### src/rtl/vector_dram_master.sv
// Initiator for the vector data RAM port: one load/store at a time, byte-mask
// generation for element stores, registered load return with valid/ready.
module vector_dram_master (
    input  logic           clk,
    input  logic           rst,
    input  logic           req_valid,
    output logic           req_ready,
    input  logic [0:2]     req_op,
    input  logic [0:31]    req_ea,
    input  logic [0:127]   req_data,
    input  logic [0:4]     req_tag,
    output logic           resp_valid,
    input  logic           resp_ready,
    output logic [0:127]   resp_data,
    output logic [0:4]     resp_tag,
    output logic           dram_cs,
    output logic           dram_rw,
    output logic [0:31]    dram_addr,
    output logic [0:127]   dram_data_in,
    output logic [0:15]    dram_write_en,
    input  logic [0:127]   dram_data_out
);

    typedef enum logic [2:0] {
        S_IDLE = 3'd0,
        S_ST   = 3'd1,
        S_LD   = 3'd2,
        S_CAP  = 3'd3,
        S_RESP = 3'd4
    } state_t;

    state_t         state_r;
    state_t         state_s;
    logic [0:4]     tag_r;
    logic [0:4]     tag_s;
    logic           req_ready_s;
    logic           resp_valid_s;
    logic [0:127]   resp_data_s;
    logic [0:4]     resp_tag_s;
    logic           dram_cs_s;
    logic           dram_rw_s;
    logic [0:31]    dram_addr_s;
    logic [0:127]   dram_data_in_s;
    logic [0:15]    dram_write_en_s;

    // Byte-lane enables; lane 0 is the MSB of the mask. Low EA bits below the
    // element size are dropped by the alignment of the start lane.
    function automatic logic [0:15] lane_mask(input logic [0:1] size, input logic [0:3] lo);
        logic [0:15] m;
        case (size)
            2'b00:   m = 16'hFFFF;
            2'b01:   m = 16'h8000 >> lo;
            2'b10:   m = 16'hC000 >> {lo[0:2], 1'b0};
            2'b11:   m = 16'hF000 >> {lo[0:1], 2'b00};
            default: m = 16'h0000;
        endcase
        return m;
    endfunction

    // Next-state and next-output computation; all outputs are registered below.
    always_comb begin
        state_s         = state_r;
        tag_s           = tag_r;
        req_ready_s     = 1'b0;
        resp_valid_s    = 1'b0;
        resp_data_s     = resp_data;
        resp_tag_s      = resp_tag;
        dram_cs_s       = 1'b0;
        dram_rw_s       = 1'b1;
        dram_addr_s     = dram_addr;
        dram_data_in_s  = dram_data_in;
        dram_write_en_s = 16'h0000;
        case (state_r)
            S_IDLE: begin
                if (req_valid && req_ready) begin
                    tag_s       = req_tag;
                    dram_cs_s   = 1'b1;
                    dram_addr_s = {req_ea[0:27], 4'b0000};
                    if (req_op[0]) begin
                        state_s         = S_ST;
                        dram_rw_s       = 1'b0;
                        dram_data_in_s  = req_data;
                        dram_write_en_s = lane_mask(req_op[1:2], req_ea[28:31]);
                    end else begin
                        state_s = S_LD;
                    end
                end else begin
                    req_ready_s = 1'b1;
                end
            end
            S_ST: begin
                state_s     = S_IDLE;
                req_ready_s = 1'b1;
            end
            S_LD: begin
                state_s = S_CAP;
            end
            S_CAP: begin
                // RAM read data is valid this cycle, one cycle after the strobe.
                state_s      = S_RESP;
                resp_valid_s = 1'b1;
                resp_data_s  = dram_data_out;
                resp_tag_s   = tag_r;
            end
            S_RESP: begin
                if (resp_ready) begin
                    state_s     = S_IDLE;
                    req_ready_s = 1'b1;
                end else begin
                    resp_valid_s = 1'b1;
                end
            end
            default: begin
                state_s     = S_IDLE;
                req_ready_s = 1'b1;
            end
        endcase
    end

    // State and output registers with synchronous reset.
    always_ff @(posedge clk) begin
        if (rst) begin
            state_r       <= S_IDLE;
            tag_r         <= 5'd0;
            req_ready     <= 1'b1;
            resp_valid    <= 1'b0;
            resp_data     <= 128'd0;
            resp_tag      <= 5'd0;
            dram_cs       <= 1'b0;
            dram_rw       <= 1'b1;
            dram_addr     <= 32'd0;
            dram_data_in  <= 128'd0;
            dram_write_en <= 16'h0000;
        end else begin
            state_r       <= state_s;
            tag_r         <= tag_s;
            req_ready     <= req_ready_s;
            resp_valid    <= resp_valid_s;
            resp_data     <= resp_data_s;
            resp_tag      <= resp_tag_s;
            dram_cs       <= dram_cs_s;
            dram_rw       <= dram_rw_s;
            dram_addr     <= dram_addr_s;
            dram_data_in  <= dram_data_in_s;
            dram_write_en <= dram_write_en_s;
        end
    end

endmodule

### config.mk
export PLATFORM = sky130hd
export DESIGN_NAME = vector_dram_master
export DESIGN_NICKNAME = d
export VERILOG_FILES = /design/src/rtl/vector_dram_master.sv
export SDC_FILE = /design/constraint.sdc
export NUM_CORES = 1
export LEC_CHECK = 0
export ABC_CLOCK_PERIOD_IN_PS = 1600
export CORE_AREA = 3 3 234 236
export DETAILED_ROUTE_END_ITERATION = 10
export DIE_AREA = 0 0 237 239
export GPL_TIMING_DRIVEN = 0
export PLACE_DENSITY_LB_ADDON = 0.25
export SLEW_MARGIN = 20
export SYNTH_ARGS = -nofsm -noshare
export SYNTH_HDL_FRONTEND = slang
export SYNTH_SLANG_ARGS = --single-unit
export TNS_END_PERCENT = 10
### constraint.sdc
create_clock -name clk -period 1.6 [get_ports clk]
set_input_delay 0.32 -clock clk [delete_from_list [all_inputs] [get_ports clk]]
set_output_delay 0.32 -clock clk [all_outputs]
set_load 0.005 [all_outputs]
==> key figures, run 1 <==
Floorplanning
  – Core region area: 52660 µm²
  – Number of standard-cell rows in the floorplan: 84
  – Die W: 237 µm
  – DIE AREA: 56640 µm²
  – Starting utilization of the core area: between 20% and 30%
  – Die height: 239 µm
  – Number of I/O pins: 613

CTS
  – Root cell of the clock tree: clkbuf_16
  – Reg clk slew, reported paths: ~0.060 ns
  – Bufs on Longest Clock Path: 3
  – Number of sinks handled by clock tree synthesis: 317
  – Total CTS buffers: 39
  – CTS H-Tree Depth: 2
  – Clock tree from TritonCTS: done
  – Clock insertion delay at the later pin of the skew report: 0.54 ns
  – Number of setup buffers added after CTS: 0

Setup path
  – Series of cell instances along the critical path: buf_6 > nor2b_4 > and4_4 > buf_6 > buf_16 > buf_12 > mux2i_1
  – Arrival time at the worst endpoint: 2.04 ns
  – Kind of cell adding the most delay to the critical path: buffers and inverters
  – Critical path class: reg -> reg
  – Data required time at the worst endpoint: about 2.1 ns
  – Startpoint class of the critical path: register
  – Minimum setup slack among reg-to-reg paths: 0.03 ns
  – Count of buffering cells on the critical path with inverters included: 4
  – Top fanout value on the critical path: 10
  – Type of destination of the critical path: register
  – Critical path's slowest cell: dfxtp_2
  – Library cell appearing most often on the critical path: buf_6
  – Critical Path Max Stage Delay: 0.31 ns

Timing
  – Final Hold Vio Count: 0
  – Worst hold-check slack: 0.3305 ns
  – Minimum clock period after layout: 1.574 ns
  – Total of endpoints with negative setup slack in the final report: 0
  – Setup repair after global routing missed its margin: true
  – Post-route fraction of the period consumed by the critical path: 98.40%
  – Layout Skew: 0.007965 ns
  – Worst slew margin relative to its limit: 41.70%
  – Final Slew Violations: 0
  – Measured slew at the worst slew-check pin: 0.8745 ns
  – Max frequency: 635.2 MHz

Synth
  – Post-synthesis cell count: 1377
  – Sequential share of the synthesized area: 49.81%
  – Main synth FF type: dfxtp_1
  – Count of flip-flops with a built-in enable after synthesis: 0
  – Synthesized flop and latch total: between 300 and 400
  – Area of the mapped netlist: 12740 µm²
  – Count of synthesis-stage warnings from yosys: 0
  – Async set-or-reset flop fraction in the synthesized netlist: 0%
  – Synth top area cells: dfxtp_1 (50%), nand2b_1 (16%), mux2i_1 (13%), nand2_1 (7.8%), a21oi_1 (6.2%)
  – Number of distinct library cell variants in the gate-level netlist after synthesis: 32
  – Leading area contributor after synthesis: dfxtp_1
  – Mean Syn Cell Area: roughly 9 µm²
  – Share of the synthesized area in the top cell type: 49.81%

Detailed routing
  – Vias per inst: 4.241
  – Detailed-route wire length: 50810 µm
  – 1st-pass router iterations: 4
  – Average detailed-routed wire length per instance: 18.52 µm
  – DRT antenna net count: 0
  – Vias after detailed routing: 11640
  – DRC violation total after the first TritonRoute iteration: about 420
  – Number of remaining DRC errors: 0

Placed design
  – Final RePlAce weighted congestion: 0.8801
  – Port Buffer Count: 607
  – Placed Instances: between 2000 and 3000
  – Post-detail-place hpwl: 39960 µm
  – Post-Place Cell Area: 19690 µm²

Pwr
  – NetSw: between 4 and 5 mW
  – Power density over the cells: 973.7 nW/µm²
  – Part of the power in the clock network: 46.3%
  – Post-layout total power: between 20 and 25 mW
  – Leakage component of the power: 8.811 nW
  – Peak supply drop: 0.0006893 V
  – Proportion of total power due to net switching: 23.03%
  – Combinational Power Share: around an eighth
  – Relative contribution of sequential cells to total power: 41.3%
  – Internal cell power: 15.53 mW

Global routing
  – All-Layer GR Usage: between 10% and 20%
  – Final global-route overflow total: 0
  – Vias in the first global route: 11840
  – Initial antenna violation count: 4
  – First-pass GRT wire length: 74600 µm
  – Pin count of the biggest net entering global routing: 13

Final layout
  – Top library cells by usage in the layout, fill and taps aside: nand2b_1 (324), dfxtp_1 (308), dlygate4sd2_1 (308)
  – Post-Layout Cell Count: between 2000 and 3000
  – Proportion of layout cells with a drive suffix above 1: 6.569%
  – Layout Cell Area excl Fill: between 20000 and 25000 µm²
  – Area growth from synthesis to layout: 62.66%
  – Layout net count: between 2000 and 2500
  – Most common library cell in the layout ignoring fill and taps: nand2b_1

Run
  – Reported max-cap violation count: 0

Min path
  – HP Class: in -> reg

Status
  – Status: finished, final reports clean
-- logic make-up (layout without fill, tap and decap cells) --
kind of cell	Yosys count	after routing	share of synthesized area, %
AOI/OAI and AO/OA	168	168	6.669
DFF	317	317	49.81
buffers and inverters	109	784	5.618
and+or+nand+nor	621	621	25.22
muxes	161	161	12.65
other	1	5	0.02944
-- power by group through the flow --
stage          Sequential [mW]  Clock [mW]  Combinational [mW]
3_5_place_dp              8.52           0                2.70
6_report                  8.34        9.35                2.49
2_1_floorplan             8.52           0               0.998
5_1_grt                   8.37        9.93                2.70
3_3_place_gp              8.51           0                2.68
4_1_cts                   8.34        9.67                2.53
-- per-layer routing --
layer  GRT usage (%)  vias up  share of wire [%]
met2           30.17      374                 50
met4           4.435        2                1.8
met5               0        -              0.026
met1           20.27     5456                 41
met3           4.765       55                7.0
li1                -     5750                  -
-- area by class of cell --
type                    count  area [µm²]
flip-flops and latches    317        6357
inverters                   1       3.754
well taps                 688       860.8
multi-input cells         954        5694
clock inverters            14       220.2
plain buffers             108       773.2
repair buffers            607        5685
diodes                      1       2.502
fillers                  5352       31930
clock buffers              54        1125
-- cell usage after synthesis (2+ instances only) --
cell / count
nand3_1: 9
nor2b_1: 5
nor2_1: 5
nand2_1: 266
dfxtp_1: 317
nand2b_1: 324
buf_6: 2
o21ai_0: 8
buf_8: 3
clkbuf_1: 57
buf_1: 4
mux2i_1: 161
a21oi_1: 157
buf_12: 11
buf_4: 16
buf_2: 15
and2_1: 2
-- metrics by stage --
step	setup TNS (ns)	utilization [%]	setup WS [ns]
after floorplan	0	-	0.2488
final	0	39.35	0.02562
after CTS	-0.1971	39.26	-0.03360
after global placement	-129.53	37.39	-0.6492
after detailed placement	-135.68	37.39	-0.6461
after global routing	-3.624	39.35	-0.07599
-- sequential cells by signal (all words and copies together) (netlist names) --
name and flops:
dram_addr 28, dram_cs 1, dram_data_in 128, dram_rw 1
dram_write_en 16, req_ready 1, resp_data 128, resp_tag 5
resp_valid 1, state_r 3, tag_r 5
-- worst paths after layout --
| path | from | cells past startpoint | endpoint |
|---|---|---|---|
| worst min-delay path | dram_data_out[0] | 3 | resp_data[0] |
| worst max-delay path | state_r[1] | 7 | dram_data_in[97] |
| worst min register to register | resp_data[127] | 2 | resp_data[127] |
| worst max register to register | state_r[1] | 7 | dram_data_in[97] |
-- tightest hold or removal path, stage by stage --
cell	delay [ns]
clkdlybuf4s50_1	0.40
nand2_1	0.06
a21oi_1	0.05
-- repair_timing --
item,in CTS,in global routing
resized for setup,330,29
endpoints found under the hold margin,0,0
pin swaps,0,1
hold buffers,0,0
setup endpoints to repair,466,257
Power figures use the tool's default switching activity.
==> inputs of run 2 (changes only) <==
SLEW_MARGIN = not set   (was 20)
==> results of run 2 <==
Same layout as run 1: the final DEF is identical, and so are final timing and power.
